## src/rtl/decode_seq_pkg.sv

```systemverilog
// decode_seq_pkg: shared definitions for decode_sequencer.
//   - 5-bit opcode values (INSTR[15:11])
//   - phase encoding (also the state register encoding)
//   - mux1_sel / pcmux_sel codes
//   - op_class_t: one-hot op classes produced by decode_seq_opdec
package decode_seq_pkg;

  localparam logic [4:0] OP_STP = 5'h00, OP_ADR = 5'h01, OP_ADI = 5'h02, OP_ADM = 5'h03;
  localparam logic [4:0] OP_SBR = 5'h04, OP_SBI = 5'h05, OP_SBM = 5'h06, OP_MLR = 5'h07;
  localparam logic [4:0] OP_XSL = 5'h08, OP_XSR = 5'h09, OP_BBO = 5'h0A, OP_PSH = 5'h0B;
  localparam logic [4:0] OP_POP = 5'h0C, OP_LDR = 5'h0D, OP_STI = 5'h0E, OP_LDI = 5'h0F;
  localparam logic [4:0] OP_STA = 5'h10, OP_LDA = 5'h11, OP_JMR = 5'h12, OP_JMP = 5'h13;
  localparam logic [4:0] OP_JEQ = 5'h14, OP_JNQ = 5'h15;

  typedef enum logic [1:0] {
    PH_FETCH = 2'b00,
    PH_E1    = 2'b01,
    PH_E2    = 2'b10,
    PH_HALT  = 2'b11
  } phase_e;

  localparam logic [1:0] M1_MEM = 2'b00, M1_IMM = 2'b01, M1_ALU = 2'b10, M1_STK = 2'b11;
  localparam logic [1:0] PCM_IMM = 2'b00, PCM_REG = 2'b01, PCM_STK = 2'b10;

  typedef struct packed {
    logic alu_r;     // register-register ALU op (incl. BBO)
    logic alu_i;     // ALU op with immediate
    logic alu_m;     // ALU op with memory operand (two-cycle)
    logic two_cycle; // write happens in E2
    logic carry_op;  // arithmetic/shift: updates carry in write cycle
    logic ldi;
    logic st;        // STA / STI
    logic psh;
    logic pop;
    logic stp;
    logic jmp;
    logic jeq;
    logic jnq;
    logic jmr;
  } op_class_t;

endpackage

```

## src/rtl/decode_seq_opdec.sv

```systemverilog
// decode_seq_opdec: purely combinational opcode -> op-class decode.
//   opc : INSTR[15:11] from the IR
//   oc  : op-class one-hots; illegal opcodes decode to all-zero (NOP)
module decode_seq_opdec
  import decode_seq_pkg::*;
(
  input  logic [4:0] opc,
  output op_class_t  oc
);

  always_comb begin
    oc = '0;
    case (opc)
      OP_STP: oc.stp = 1'b1;
      OP_ADR, OP_SBR, OP_MLR, OP_XSL, OP_XSR: begin
        oc.alu_r    = 1'b1;
        oc.carry_op = 1'b1;
      end
      OP_BBO: oc.alu_r = 1'b1;
      OP_ADI, OP_SBI: begin
        oc.alu_i    = 1'b1;
        oc.carry_op = 1'b1;
      end
      OP_ADM, OP_SBM: begin
        oc.alu_m     = 1'b1;
        oc.two_cycle = 1'b1;
        oc.carry_op  = 1'b1;
      end
      OP_LDR, OP_LDA: oc.two_cycle = 1'b1;
      OP_PSH: oc.psh = 1'b1;
      OP_POP: oc.pop = 1'b1;
      OP_STI, OP_STA: oc.st = 1'b1;
      OP_LDI: oc.ldi = 1'b1;
      OP_JMR: oc.jmr = 1'b1;
      OP_JMP: oc.jmp = 1'b1;
      OP_JEQ: oc.jeq = 1'b1;
      OP_JNQ: oc.jnq = 1'b1;
      default: ;
    endcase
  end

endmodule

```

## src/rtl/decode_sequencer.sv

```systemverilog
// decode_sequencer: fetch/execute sequencer with IR, sitting between
// instruction memory and the datapath.
//   Inputs : clk, rst_n (sync, active-low), instr, mem_ready (low = stall),
//            eq, jmr_cond, stack_full, stack_empty
//   Outputs: phase (00 FETCH/01 E1/10 E2/11 HALT), instr_rden, pc_cnten,
//            pc_sload, pcmux_sel, reg_wen (one-hot on rd), mux1_sel, out_sel,
//            data_wren, carry_en, push_en, pop_en, halted, fault
//   Option : DECODE_SEQ_STACK_TRAP_EN -- PSH on full / POP on empty sets a
//            sticky fault and halts instead of stalling / NOP-ing.
module decode_sequencer
  import decode_seq_pkg::*;
#(
  parameter  int RSEL_W = 2,
  parameter  int OPC_W  = 5,
  localparam int NREG   = 2**RSEL_W
) (
  input  logic              clk,
  input  logic              rst_n,
  input  logic [15:0]       instr,
  input  logic              mem_ready,
  input  logic              eq,
  input  logic              jmr_cond,
  input  logic              stack_full,
  input  logic              stack_empty,
  output logic [1:0]        phase,
  output logic              instr_rden,
  output logic              pc_cnten,
  output logic              pc_sload,
  output logic [1:0]        pcmux_sel,
  output logic [NREG-1:0]   reg_wen,
  output logic [1:0]        mux1_sel,
  output logic [RSEL_W-1:0] out_sel,
  output logic              data_wren,
  output logic              carry_en,
  output logic              push_en,
  output logic              pop_en,
  output logic              halted,
  output logic              fault
);

  phase_e      state_q, state_d;
  logic [15:0] ir_q;
  logic        ir_load;
  op_class_t   oc;
  logic [RSEL_W-1:0] rd;
  logic        reg_wr, psh_blk, pop_ok, pop_pc, go;
  logic        unused_ir;

  assign rd        = ir_q[10 -: RSEL_W];
  assign unused_ir = ^ir_q;  // not every IR bit feeds a control output

  decode_seq_opdec u_opdec (
    .opc (ir_q[15 -: OPC_W]),
    .oc  (oc)
  );

`ifdef DECODE_SEQ_STACK_TRAP_EN
  logic fault_q, trap_set;
  always_ff @(posedge clk) begin
    if (!rst_n)        fault_q <= 1'b0;
    else if (trap_set) fault_q <= 1'b1;
  end
  assign fault = rst_n & fault_q;
`else
  assign fault = 1'b0;
`endif

  always_ff @(posedge clk) begin
    if (!rst_n) begin
      state_q <= PH_FETCH;
      ir_q    <= '0;
    end else begin
      state_q <= state_d;
      if (ir_load) ir_q <= instr;
    end
  end

  assign phase = rst_n ? state_q : PH_FETCH;

  always_comb begin
    state_d    = state_q;
    ir_load    = 1'b0;
    instr_rden = 1'b0;
    pc_cnten   = 1'b0;
    pc_sload   = 1'b0;
    pcmux_sel  = PCM_IMM;
    reg_wr     = 1'b0;
    mux1_sel   = M1_MEM;
    out_sel    = '0;
    data_wren  = 1'b0;
    carry_en   = 1'b0;
    push_en    = 1'b0;
    pop_en     = 1'b0;
    halted     = 1'b0;
`ifdef DECODE_SEQ_STACK_TRAP_EN
    trap_set   = 1'b0;
`endif
    psh_blk = oc.psh & stack_full;
    pop_ok  = oc.pop & ~stack_empty;
    pop_pc  = oc.pop & ir_q[0];
    // E1 advances only when memory is ready and no push is blocked; the two
    // stall sources are independent and both must clear.
    go      = mem_ready & ~psh_blk;

    case (state_q)
      PH_FETCH: begin
        instr_rden = 1'b1;
        if (mem_ready) begin
          pc_cnten = 1'b1;
          ir_load  = 1'b1;
          state_d  = PH_E1;
        end
      end
      PH_E1: begin
        // Selects follow the decoded op; only the enables are stall-gated.
        if (oc.st)       out_sel = rd;
        else if (oc.jmr) out_sel = ir_q[RSEL_W-1:0];
        if (oc.ldi)                     mux1_sel = M1_IMM;
        else if (oc.alu_r | oc.alu_i)   mux1_sel = M1_ALU;
        else if (oc.pop & ~ir_q[0])     mux1_sel = M1_STK;
        if (oc.jmr)      pcmux_sel = PCM_REG;
        else if (pop_pc) pcmux_sel = PCM_STK;
`ifdef DECODE_SEQ_STACK_TRAP_EN
        if (psh_blk | (oc.pop & stack_empty)) begin
          trap_set = 1'b1;
          state_d  = PH_HALT;
        end else
`endif
        if (go) begin
          reg_wr    = oc.alu_r | oc.alu_i | oc.ldi | (pop_ok & ~ir_q[0]);
          carry_en  = oc.carry_op & ~oc.two_cycle;
          data_wren = oc.st;
          push_en   = oc.psh;
          pop_en    = pop_ok;
          pc_sload  = oc.jmp | (oc.jeq & eq) | (oc.jnq & ~eq) |
                      (oc.jmr & jmr_cond) | (pop_ok & ir_q[0]);
          if (oc.stp)            state_d = PH_HALT;
          else if (oc.two_cycle) state_d = PH_E2;
          else                   state_d = PH_FETCH;
        end
      end
      PH_E2: begin
        if (oc.alu_m) mux1_sel = M1_ALU;
        if (mem_ready) begin
          reg_wr   = oc.two_cycle;
          carry_en = oc.carry_op;
          state_d  = PH_FETCH;
        end
      end
      PH_HALT: halted = 1'b1;
      default: ;
    endcase

    reg_wen = reg_wr ? (NREG'(1) << rd) : '0;

    // Reset is synchronous, so the state may not be FETCH yet while rst_n is
    // low; force every output quiet regardless.
    if (!rst_n) begin
      instr_rden = 1'b0;
      pc_cnten   = 1'b0;
      pc_sload   = 1'b0;
      pcmux_sel  = '0;
      reg_wen    = '0;
      mux1_sel   = '0;
      out_sel    = '0;
      data_wren  = 1'b0;
      carry_en   = 1'b0;
      push_en    = 1'b0;
      pop_en     = 1'b0;
      halted     = 1'b0;
    end
  end

endmodule

```

## config.mk

```make
export PLATFORM = sky130hd
export DESIGN_NAME = decode_sequencer
export DESIGN_NICKNAME = d
export VERILOG_FILES = /design/src/rtl/decode_seq_pkg.sv /design/src/rtl/decode_seq_opdec.sv /design/src/rtl/decode_sequencer.sv
export SDC_FILE = /design/constraint.sdc
export NUM_CORES = 1
export LEC_CHECK = 0
export BUFFER_PORTS_ARGS = -buffer_cell sky130_fd_sc_hd__buf_2
export CAP_MARGIN = 20
export CORE_MARGIN = 2
export CORE_UTILIZATION = 48
export CTS_CLUSTER_DIAMETER = 30
export DETAILED_ROUTE_END_ITERATION = 8
export PLACE_DENSITY = 0.8
export SLEW_MARGIN = 20
export SYNTH_ARGS = -nofsm -noshare
export SYNTH_HDL_FRONTEND = slang
export SYNTH_HIERARCHICAL = 1
export SYNTH_SLANG_ARGS = --single-unit
```

## constraint.sdc

```tcl
create_clock -name clk -period 2.4 [get_ports clk]
set_clock_uncertainty 0.1 [all_clocks]
set_input_delay 0.48 -clock clk [delete_from_list [all_inputs] [get_ports clk]]
set_output_delay 0.48 -clock clk [all_outputs]
set_load 0.02 [all_outputs]
```

### Word level (Yosys, flattened, before mapping)

Index checks and enable logic that the tools add are counted.

| operators by class | value |
|---|---|
| equal/unequal tests | 27 |
| shift operators | 1 |
| multiplexer cells | 63 |
| bitwise operators | 23 |
| reductions and logical operators | 10 |

Operators by type and width:

| kind | number |
|---|---|
| 5-bit by 4-bit equality test with 1-bit output, second input constant | 8 |
| 1-bit two-way mux | 38 |
| 2-bit two-way mux | 19 |
| 5-bit equality test, second input constant | 6 |
| 5-bit by 3-bit equality test with 1-bit output, second input constant | 4 |
| 1-bit AND | 11 |
| 5-bit by 2-bit equality test with 1-bit output, second input constant | 2 |
| 9-bit OR reduction | 1 |
| 4-bit two-way mux | 2 |
| 1-bit OR | 7 |
| 2-bit inequality test, second input constant | 3 |
| 2-bit one-hot mux with 3 select lines | 1 |
| 2-bit OR reduction | 3 |
| 6-bit OR reduction | 1 |
| 5-bit by 1-bit equality test with 1-bit output, second input constant | 1 |
| 5-bit zero test | 1 |
| 1-bit NOT | 5 |
| 2-bit equality test, second input constant | 2 |
| 1-bit one-hot mux with 2 select lines | 2 |
| 2-bit one-hot mux with 2 select lines | 1 |
| 4-bit AND reduction | 1 |
| 4-bit OR reduction | 1 |
| 1-bit by 2-bit << shifter with 4-bit output, first input constant | 1 |
| 3-bit nonzero test | 1 |
| other kinds (2) | 2 |

| word-level totals | value |
|---|---|
| bits in registers | 18 |
| input bits | 23 |
| output and inout bits | 21 |
| logic and storage cells | 126 |

### Longest topological paths before layout

Gate-level depths: netlist (run 1).

| logic depth | value |
|---|---|
| word-level depth | 10 |
| mapped depth | 7 |
| mapped depth without buffers | 6 |

### By module

The synthesis (run 1) kept the hierarchy.

By module, submodules not included:

| module | times used | cells an instance | area an instance (um^2) | seq. area each (um^2) |
|---|---|---|---|---|
| decode_sequencer | 1 | 113 | 830.8 | 220.2 |
| decode_seq_opdec | 1 | 39 | 252.7 | 0.0 |

### Least setup slack after synthesis (run 1)

OpenSTA, ideal clock, no wires.

| path | value |
|---|---|
| kind | register to output |
| start point | register ir_q[14] |
| end point | output reg_wen[0] |
| arrival | 1.792 ns |
| required time | 1.820 ns |
| slack | 0.028 ns |
| cell stages (with the launch flop) | 7 |
| buffers on the path | 1 |
| path through | dfxtp_1 -> buf_2 -> and2b_1 -> nor3b_1 -> nor3b_1 -> o211ai_2 -> a211oi_2 |

RTL lines:

| element | RTL line | source |
|---|---|---|
| start: declaration | decode_sequencer.sv:42 | `logic [15:0] ir_q;` |
| start signal: assignment | decode_sequencer.sv:74 | `if (ir_load) ir_q <= instr;` |
| end: declaration | decode_sequencer.sv:30 | `output logic [NREG-1:0] reg_wen,` |

==> impl_results.md, run 1 <==
* Ranking of synthesized cells by area: dfxtp_1, nand2_1, a21boi_1
* Most common cell in the netlist: nand2_1
* Area of the multi-input gates at 878 um2
* IO Pins at 44
* Largest net degree at the start of global routing at 22
* GRT Util Overall at 0.240
* Failing checks: negative setup slack
* Syn nets at 179
* First-pass GRT wire length at between 4000 and 5000 um
* Die Area at approximately 2700 um2
* Cell variety after synth at 42
* Status: finished with violations
* Clock tree buffer depth at 2
* Max IR drop VDD at 0.000364 V
* Routability cong. at between 0.8 and 0.9
* RSZ-0062 raised after global routing: true
* Hold Crit Class: in2reg
* Lkg Pwr at roughly 0.00068 uW
* Die Width at ~52 um
* Depth of the CTS H-tree at 1
* CTS Buf Count at 3
* Power density cells at 396 nW/um2
* Initial antenna violation count at 0
* Layout cells sized above 1 at 0.452
* #FFs+latches synth at 11
* Final Hold Vio Count at 0
* Area Growth Syn to Fin at 42.4%
* Core Region at between 2000 and 2500 um2
* Mapped Area at approximately 1100 um2
* Avg Inst Size Synth at 7.13 um2
* Seq/Total Area, Yosys at 0.203
* Final std cells w/o fill at between 200 and 250
* Synth Flop Type: dfxtp_1
* Vias in the first global route at between 1000 and 1500
* Wirelength, routed at between 3000 and 4000 um
* Worst-Skew Late Latency at between 0.2 and 0.3 ns
* Hpwl dp at about 2100 um
* Syn Inst Count at between 150 and 200
* Max Cap Viol at 0
* Yosys top cell by area: dfxtp_1
* Routed via count at ~1300
* Startpoint types: register
* Slew Viols, Final at 0
* DR WL/cell at about 14 um
* Fmax at roughly 400 MHz
* Crit path capture type: output pin
* Standard-cell rows at 17
* Number of port buffers at 35
* Critical path fanouts, max at 7
* Post-synth top cells: nand2_1, nand3_1, nor2_1
* Root buf cell: clkbuf_4
* Starting Density at 0.499
* Final WS setup at -0.100 ns
* Remaining global-route overflow at 0
* Min Hold Slack at around 0.35 ns
* CP max-delay cell: dfxtp_4
* Post-route ant nets at 0
* Synth warn at 6
* Vias/cell at 5.66
* DR pass1 iterations at 4
* DRC viols at 0
* Die height at just over 50 um
* Max incr delay on CP at between 0.3 and 0.4 ns
* Cell family with most CP delay: compound AO/OA/AOI/OAI gates
* FFs w/ async S/R, synth at 0
* Critical Path AT at approximately 1.9 ns
* CP Data Required Time at 1.82 ns
* Clock Pin Slew Worst Setup and Hold Paths at around 0.060 ns
* Iter 0 DRT Violations at 17
* Fin crit period at around 2.5 ns
* Number of synthesized flops with an enable pin at 0
* Crit path kind: reg2out
* Placed Cells at about 220
* Critical path buffer and inverter count at 2
* CTS tree: done
* Clock sink count at 11
* # diodes at 0
* Synth top area share at 0.203
* Cells along the critical path: buf_6 -> nand2b_4 -> o32a_1 -> a21oi_2 -> or3_4 -> o211ai_4 -> a21oi_1 -> buf_4
* Filler cell count at approximately 190
* Fin nets at 227
* FF+latch area at roughly 230 um2
* Fin crit share at 1.04
* Setup Viol. Count Final at 7
## flip-flops by register name, summed over array words and instances, names as in the netlist
signal	flops
state_q	2
ir_q	9
## path summary, 6_finish.rpt
check / startpoint / end / slack, ns / cells past startpoint
max: ir_q[11]$_SDFFE_PN0P_ / reg_wen[1] / -0.10 / 8
min: instr[12] / ir_q[12]$_SDFFE_PN0P_ / 0.35 / 3
max reg2reg: ir_q[13]$_SDFFE_PN0P_ / state_q[1]$_SDFFE_PN0P_ / 0.73 / 6
min reg2reg: ir_q[15]$_SDFFE_PN0P_ / ir_q[15]$_SDFFE_PN0P_ / 0.38 / 2
## stage by stage
step	worst slack, ns	util	TNS, ns	total power (uW)	instance area, um2
CTS	-0.128	0.668	-0.612	579	1450
global placement	0.132	0.607	0	426	1320
finish	-0.100	0.711	-0.522	611	1540
floorplan	0.0279	-	0	374	1080
global route	-0.202	0.711	-1.13	646	1540
detailed placement	0.0928	0.607	0	435	1320
## worst reg2reg max path: cells and delay by family (launching register included)
kind            cells  cell delay (ns)
flops               1             0.38
xor+xnor            1             0.14
mux                 1             0.10
simple gates        1             0.16
buf+inv             1             0.12
compound gates      2             0.55
## cell type report
type                    count  share of cell area
clock buffers               4              0.0170
inverters                   6              0.0146
multi-input cells         124               0.569
flip-flops and latches     11               0.152
well taps                  28              0.0227
repair buffers             54               0.225
## cells in the final DEF, fill, tap and decap left out, drive strengths merged, types with 2 or more instances in the layout
cell / count
buf: 54
nand2: 22
nand3: 13
nor2: 12
a21oi: 11
dfxtp: 11
a21boi: 10
inv: 6
and2: 5
and3: 5
nand3b: 4
ha: 4
nor3: 4
clkbuf: 4
nand2b: 4
nor3b: 3
mux2i: 3
a31oi: 2
nor4b: 2
nor2b: 2
o311ai: 2
## cells by family after synthesis
family | after synthesis | share of synthesized area
buffers and inverters | 17 | 0.0820
flip-flops | 11 | 0.203
adder cells (fa/ha/maj) | 4 | 0.0462
AO/OA/AOI/OAI | 33 | 0.225
multiplexers | 3 | 0.0277
XOR/XNOR | 1 | 0.00808
other | 1 | 0.00346
AND/OR/NAND/NOR | 82 | 0.404
## what timing repair did
| action | CTS | global route |
|---|---|---|
| endpoints found under the hold margin | 0 | 0 |
| resized for setup | 23 | 21 |
| setup buffers | 4 | 3 |
| endpoints found under the setup margin | 10 | 13 |
| pin swaps | 11 | 10 |
| hold buffers | 0 | 0 |
## where the power goes
part / internal, uW / switching [uW]
sequential: 199 / 25.3
combinational: 123 / 142
clock: 64.4 / 57.7
## metal layers
metal	GRT usage	vias up	share of wire
li1	-	629	-
met1	0.287	583	0.39
met2	0.415	58	0.50
met3	0.0172	15	0.057
met4	0.149	0	0.051
met5	0	-	0
Power figures use the tool's default switching activity.
==> run 2, diff against run 1 <==
PLACE_DENSITY = 0.79   (was 0.8)
SYNTH_HIERARCHICAL = default   (was 1)
==> run 2 against run 1 <==
Against the previous run: the flow still finishes with violations (negative setup slack); wire length rose by 12%; sequential power rose by 12%; utilization rose by 3.4 points; via count rose by 3.3%; design area rose by 5.8%; largest cell class unchanged; total power rose by 32%; largest power group unchanged; register-to-register slack improved by 0.03 ns.
==> impl_results.md, run 2 <==
* Die height at 51.8 um (was 51.5 um)
* Avg Inst Size Synth at 7.12 um2 (was 7.13 um2)
* Mapped Area at 1100 um2 (was 1080 um2)
* Fin crit period at 2.53 ns (was 2.50 ns)
* Max Cap Viol at 0 (unchanged)
* Yosys top cell by area: dfxtp_1 (unchanged)
* Core Region at 2190 um2 (was 2170 um2)
* Vias in the first global route at 1235 (was 1133)
* Synth top area share at 0.201 (was 0.203)
* Critical Path AT at 1.95 ns (was 1.92 ns)
* Final WS setup at -0.134 ns (was -0.100 ns)
* Hold Crit Class: in2reg (unchanged)
* Routed via count at 1327 (was 1285)
* # diodes at 0 (unchanged)
* Number of synthesized flops with an enable pin at 0 (unchanged)
* Wirelength, routed at 3580 um (was 3190 um)
* Register with the most flip-flops: ir_q (unchanged)
* Clock Pin Slew Worst Setup and Hold Paths at 0.07 ns (was 0.06 ns)
* IO Pins at 44 (unchanged)
* Clock sink count at 11 (unchanged)
* Seq/Total Area, Yosys at 0.201 (was 0.203)
* Fin crit share at 1.06 (was 1.04)
* Synth Flop Type: dfxtp_1 (unchanged)
* Lkg Pwr at 0.000676 uW (was 0.000675 uW)
* Fmax at 395 MHz (was 400 MHz)
* Reg2Reg Setup Slack at 0.76 ns (was 0.73 ns)
* Max reg flops at 9 (unchanged)
* #FFs+latches synth at 11 (unchanged)
* DR pass1 iterations at 4 (unchanged)
* GRT Util Overall at 0.276 (was 0.240)
* Slew Viols, Final at 0 (unchanged)
* Vias/cell at 5.79 (was 5.66)
* Status: finished with violations (unchanged)
* FFs w/ async S/R, synth at 0 (unchanged)
* Die Width at 51.8 um (was 51.5 um)
* Hpwl dp at 2460 um (was 2120 um)
* Syn Inst Count at 154 (was 152)
* CTS Buf Count at 3 (unchanged)
* Cells along the critical path: or4_4 -> o2111a_1 -> o31ai_4 -> a21oi_1 -> buf_2 (was buf_6 -> nand2b_4 -> o32a_1 -> a21oi_2 -> or3_4 -> o211ai_4 -> a21oi_1 -> buf_4)
* CP max-delay cell: or4_4 (was dfxtp_4)
* Crit path capture type: output pin (unchanged)
* Syn nets at 181 (was 179)
* Die Area at 2680 um2 (was 2650 um2)
* RSZ-0062 raised after global routing: true (unchanged)
* Depth of the CTS H-tree at 1 (unchanged)
* Max IR drop VDD at 0.000429 V (was 0.000364 V)
* Number of port buffers at 35 (unchanged)
* Initial antenna violation count at 0 (unchanged)
* Final Hold Vio Count at 0 (unchanged)
* Root buf cell: clkbuf_4 (unchanged)
* DRC viols at 0 (unchanged)
* Power density cells at 495 nW/um2 (was 396 nW/um2)
* Iter 0 DRT Violations at 56 (was 17)
* Standard-cell rows at 17 (unchanged)
* Max incr delay on CP at 0.54 ns (was 0.37 ns)
* Clock tree buffer depth at 2 (unchanged)
* Worst-Skew Late Latency at 0.28 ns (was 0.27 ns)
* Post-synth top cells: nand2_1, dfxtp_1, a21boi_0 (was nand2_1, nand3_1, nor2_1)
* First-pass GRT wire length at 5580 um (was 4810 um)
* Largest net degree at the start of global routing at 17 (was 22)
* CP Data Required Time at 1.82 ns (about the same)
* Layout cells sized above 1 at 0.453 (was 0.452)
* Most frequent cells in the layout: nand2_1, buf_2, buf_4 (was buf_2, buf_4, nand2_1)
* Startpoint types: register (unchanged)
* Cell area after layout at 1630 um2 (was 1540 um2)
* Setup Viol. Count Final at 9 (was 7)
* Failing checks: negative setup slack (unchanged)
* Critical path fanouts, max at 6 (was 7)
* Most common cell after layout, fill and taps aside: nand2_1 (was buf_2)
* Cell variety after synth at 47 (was 42)
* Remaining global-route overflow at 0 (unchanged)
* Largest registers: ir_q (9), state_q (2) (unchanged)
* Synth warn at 0 (was 6)
* DR WL/cell at 15.6 um (was 14.0 um)
* Core Util, Final at 0.745 (was 0.711)
* Crit path kind: reg2out (unchanged)
* Routability cong. at 0.902 (was 0.882)
* DP Area at 1360 um2 (was 1320 um2)
* Power, Total at 808 uW (was 611 uW)
* Starting Density at 0.500 (was 0.499)
* Area Growth Syn to Fin at 49.0% (was 42.4%)
* CTS Hold Buffers Added at 0 (unchanged)
* Final TNS setup at -0.769 ns (was -0.522 ns)
* Ranking of synthesized cells by area: dfxtp_1, nand2_1, a21boi_0 (was dfxtp_1, nand2_1, a21boi_1)
* Post-route ant nets at 0 (unchanged)
* CTS tree: done (unchanged)
* Fin nets at 229 (was 227)
* Most common cell in the netlist: nand2_1 (unchanged)
run 2: cell count changes after synthesis, sizes merged, moves of 4 or more:
cell,previous run,this run
nand3,13,2
nand2,22,28
nand2b,4,8
nor2,12,8
run 2: final cells by class:
cell class              count  area [um2]
multi-input cells         122         903
fillers                   166         558
clock inverters             1        5.00
well taps                  28        35.0
flip-flops and latches     11         238
clock buffers               3        22.5
inverters                   9        33.8
repair buffers             55         395
run 2: final timing paths:
| check | startpoint | endpoint | depth (start not counted) |
|---|---|---|---|
| worst min register to register | ir_q[1]$_SDFFE_PN0P_ | ir_q[1]$_SDFFE_PN0P_ | 2 |
| worst max register to register | ir_q[11]$_SDFFE_PN0P_ | state_q[0]$_SDFFE_PN0P_ | 6 |
| worst max-delay path | ir_q[14]$_SDFFE_PN0P_ | reg_wen[3] | 5 |
| worst min-delay path | instr[13] | ir_q[13]$_SDFFE_PN0P_ | 3 |
run 2: per-stage QoR:
step | instances | setup WS, ns | hold slack (ns)
2_1_floorplan | 154 | 0.0434 | 0.344
3_3_place_gp | 219 | 0.0942 | 0.355
3_5_place_dp | 219 | 0.0519 | 0.362
4_1_cts | 229 | -0.134 | 0.338
5_1_grt | 229 | -0.173 | 0.331
6_report | 229 | -0.134 | 0.330
run 2: critical path: cells and delay by family (launching register included):
family | cells | cell delay (ns)
AOI/OAI and AO/OA | 3 | 0.59
buffers and inverters | 1 | 0.17
DFF | 1 | 0.37
and+or+nand+nor | 1 | 0.54
run 2: logic make-up (layout without fill, tap and decap cells):
kind of cell | after synthesis | in the layout | share of synthesized area
AOI/OAI and AO/OA | 39 | 39 | 0.264
xor gates and xnor gates | 2 | 2 | 0.0160
adders and majority gates | 4 | 4 | 0.0457
buffers and inverters | 21 | 68 | 0.0925
DFF | 11 | 11 | 0.201
other | 1 | 1 | 0.00342
and+or+nand+nor | 76 | 76 | 0.378
run 2: per-layer routing:
metal	routed length [um]	vias up	global-route usage
li1	-	643	-
met1	1500	623	0.353
met2	1810	52	0.468
met3	186	9	0.0316
met4	85	0	0.118
met5	0	-	0
run 2: what timing repair did:
action | 4_1_cts | 5_1_grt
gates resized for setup | 31 | 24
setup buffers | 6 | 0
pin swaps | 15 | 8
endpoints found under the setup margin | 12 | 14
run 2: where the power goes:
group	internal, uW	switching [uW]
Sequential	210	40.1
Clock	62.1	70.4
Combinational	194	231
==> run 3, diff against run 2 <==
RECOVER_POWER = 25   (was default)
TNS_END_PERCENT = 20   (was default)
==> run 3 against run 2 <==
Against the previous run: via count fell by 2.1%; clock power hardly changed; highest routed layer unchanged; die area unchanged; global-route usage shrank 0.97 points; sequential share of layout area grew 0.37 points; register-to-register slack is essentially flat; non-clock buffer count down 2; design area decreased by 5.1%; combinational power decreased by 6.8%; largest cell class unchanged; sequential cell count is the same; count of clock-buffer cells in the layout unchanged; the flow still finishes with violations (negative setup slack).
==> impl_results.md, run 3 (same netlist as run 2, synthesis figures left out) <==
* Status: finished with violations (unchanged)
* Failing checks: negative setup slack (unchanged)
* DRC viols at 0 (unchanged)
* Final std cells w/o fill at 227 (was 229)
* Initial antenna violation count at 0 (unchanged)
* Post-route ant nets at 0 (unchanged)
* Number of port buffers at 35 (unchanged)
* Clock sink count at 11 (unchanged)
* Routability cong. at 0.902 (unchanged)
* First-pass GRT wire length at 5380 um (was 5580 um)
* # diodes at 0 (unchanged)
* Critical path fanouts, max at 6 (unchanged)
* Reg2Reg Depth at 6 (unchanged)
* CTS Buf Count at 3 (unchanged)
* Crit path kind: reg2out (unchanged)
* FF+latch area at 231 um2 (was 238 um2)
* DR WL/cell at 15.5 um (was 15.6 um)
* Most common cell after layout, fill and taps aside: buf_2 (was nand2_1)
* DP Area at 1360 um2 (unchanged)
* IO Pins at 44 (unchanged)
* Placed Cells at 219 (unchanged)
* Die Width at 51.8 um (unchanged)
* Hpwl dp at 2460 um (unchanged)
* GRT Util Overall at 0.267 (was 0.276)
* CTS tree: done (unchanged)
* Max layer used: met4 (unchanged)
* Max reg flops at 9 (unchanged)
* Max Cap Viol at 0 (unchanged)
* Root buf cell: clkbuf_4 (unchanged)
* Worst r2r src: ir_q[11]$_SDFFE_PN0P_ (unchanged)
* Core Region at 2190 um2 (unchanged)
* Routed via count at 1299 (was 1327)
* Filler cell count at 183 (was 166)
* Max IR drop VDD at 0.000436 V (was 0.000429 V)
* Hold Crit Class: in2reg (unchanged)
* Critical Path AT at 1.96 ns (was 1.95 ns)
* Depth of the CTS H-tree at 1 (unchanged)
* Largest registers: ir_q (9), state_q (2) (unchanged)
* Critical Path End: reg_wen[3] (unchanged)
* Remaining global-route overflow at 0 (unchanged)
* Core Util, Final at 0.708 (was 0.745)
* Register with the most flip-flops: ir_q (unchanged)
* Normalized max-slew margin at 0.642
* Worst-Skew Late Latency at 0.28 ns (about the same)
* Routed met2 length at 1730 um (was 1810 um)
* Lkg Pwr at 0.000655 uW (was 0.000676 uW)
* Power density cells at 499 nW/um2 (was 495 nW/um2)
* Most frequent cells in the layout: buf_2, nand2_1, buf_4 (was nand2_1, buf_2, buf_4)
* CP Data Required Time at 1.82 ns (about the same)
* DR pass1 iterations at 4 (unchanged)
* Cell area after layout at 1550 um2 (was 1630 um2)
* Crit path capture type: output pin (unchanged)
* Setup Viol. Count Final at 9 (unchanged)
* Reg2Reg Setup Slack at 0.75 ns (was 0.76 ns)
* Vias in the first global route at 1217 (was 1235)
* Final Hold Vio Count at 0 (unchanged)
* Fin crit share at 1.06 (about the same)
* RSZ-0062 raised after global routing: true (unchanged)
* Fin nets at 227 (was 229)
* Die Area at 2680 um2 (unchanged)
* Critical R2R Capture: state_q[0]$_SDFFE_PN0P_ (unchanged)
* Fmax at 394 MHz (was 395 MHz)
* Iter 0 DRT Violations at 45 (was 56)
* Metal-1 WL at 1460 um (was 1500 um)
* Vias/cell at 5.72 (was 5.79)
* Startpoint types: register (unchanged)
* Fin crit period at 2.54 ns (was 2.53 ns)
* Clock tree buffer depth at 2 (unchanged)
* Area Growth Syn to Fin at 41.4% (was 49.0%)
* Area of the multi-input gates at 868 um2 (was 903 um2)
* Clock Pin Slew Worst Setup and Hold Paths at 0.08 ns (was 0.07 ns)
* Layout cells sized above 1 at 0.417 (was 0.453)
* Crit path launch: ir_q[14]$_SDFFE_PN0P_ (unchanged)
* Slew Viols, Final at 0 (unchanged)
* Largest net degree at the start of global routing at 17 (unchanged)
* Die height at 51.8 um (unchanged)
* Tightest Pin Transition at about 0.54 ns
* Standard-cell rows at 17 (unchanged)
* Final WS setup at -0.136 ns (was -0.134 ns)
* Routed wl met3 at 253 um (was 186 um)
* Starting Density at 0.500 (unchanged)
* Wirelength, routed at 3520 um (was 3580 um)
[run 3: worst min path at each step]
| stage | slack [ns] | depth (start not counted) | to | from |
|---|---|---|---|---|
| 6_report | 0.34 | 3 | ir_q[13]$_SDFFE_PN0P_ | instr[13] |
| 5_1_grt | 0.33 | 3 | ir_q[14]$_SDFFE_PN0P_ | instr[14] |
| 4_1_cts | 0.34 | 3 | ir_q[13]$_SDFFE_PN0P_ | instr[13] |
| 3_5_place_dp | 0.36 | 2 | ir_q[1]$_SDFFE_PN0P_ | ir_q[1]$_SDFFE_PN0P_ |
| 3_3_place_gp | 0.35 | 2 | ir_q[1]$_SDFFE_PN0P_ | ir_q[1]$_SDFFE_PN0P_ |
| 2_1_floorplan | 0.34 | 2 | ir_q[1]$_SDFFE_PN0P_ | ir_q[1]$_SDFFE_PN0P_ |
[run 3: metal layers]
| layer | vias up | GRT usage |
|---|---|---|
| met4 | 0 | 0.123 |
| met2 | 56 | 0.438 |
| li1 | 634 | - |
| met3 | 12 | 0.0287 |
| met1 | 597 | 0.349 |
| met5 | - | 0 |
[run 3: power by group]
group | switching [uW] | leakage (uW) | internal, uW
clock | 69.3 | 0.0000177 | 61.9
combinational | 223 | 0.000545 | 173
sequential | 35.7 | 0.0000929 | 210
total | 328 | 0.000655 | 445
[run 3: final cells by class]
type | instances | share of cell area
multi-input combinational | 122 | 0.560
timing repair buffer | 53 | 0.228
sequential | 11 | 0.149
tap | 28 | 0.0226
inverter | 9 | 0.0218
clock buffer | 3 | 0.0145
clock inverter | 1 | 0.00323
[run 3: worst max-delay path: stages, from the launching register on]
cell and delay, ns:
dfxtp_2 0.35, or4_4 0.55, o2111a_1 0.18, o31ai_4 0.29, a21oi_1 0.12, buf_2 0.18
[run 3: metrics by stage]
stage / setup WS, ns / hold WS (ns) / TNS [ns] / power [uW]
2_1_floorplan: 0.0434 / 0.344 / 0 / 484
4_1_cts: -0.134 / 0.339 / -0.715 / 752
5_1_grt: -0.195 / 0.330 / -1.42 / 830
3_5_place_dp: 0.0519 / 0.362 / 0 / 590
6_report: -0.136 / 0.338 / -0.768 / 773
3_3_place_gp: 0.0942 / 0.355 / 0 / 572
[run 3: timing repair]
action / 4_1_cts / 5_1_grt
endpoints found under the hold margin: 0 / 0
setup endpoints to repair: 12 / 13
hold buffers: 0 / 0
buffers inserted: 4 / 0
cloned: 0 / 0
pin swaps: 10 / 2
resized for setup: 21 / 15
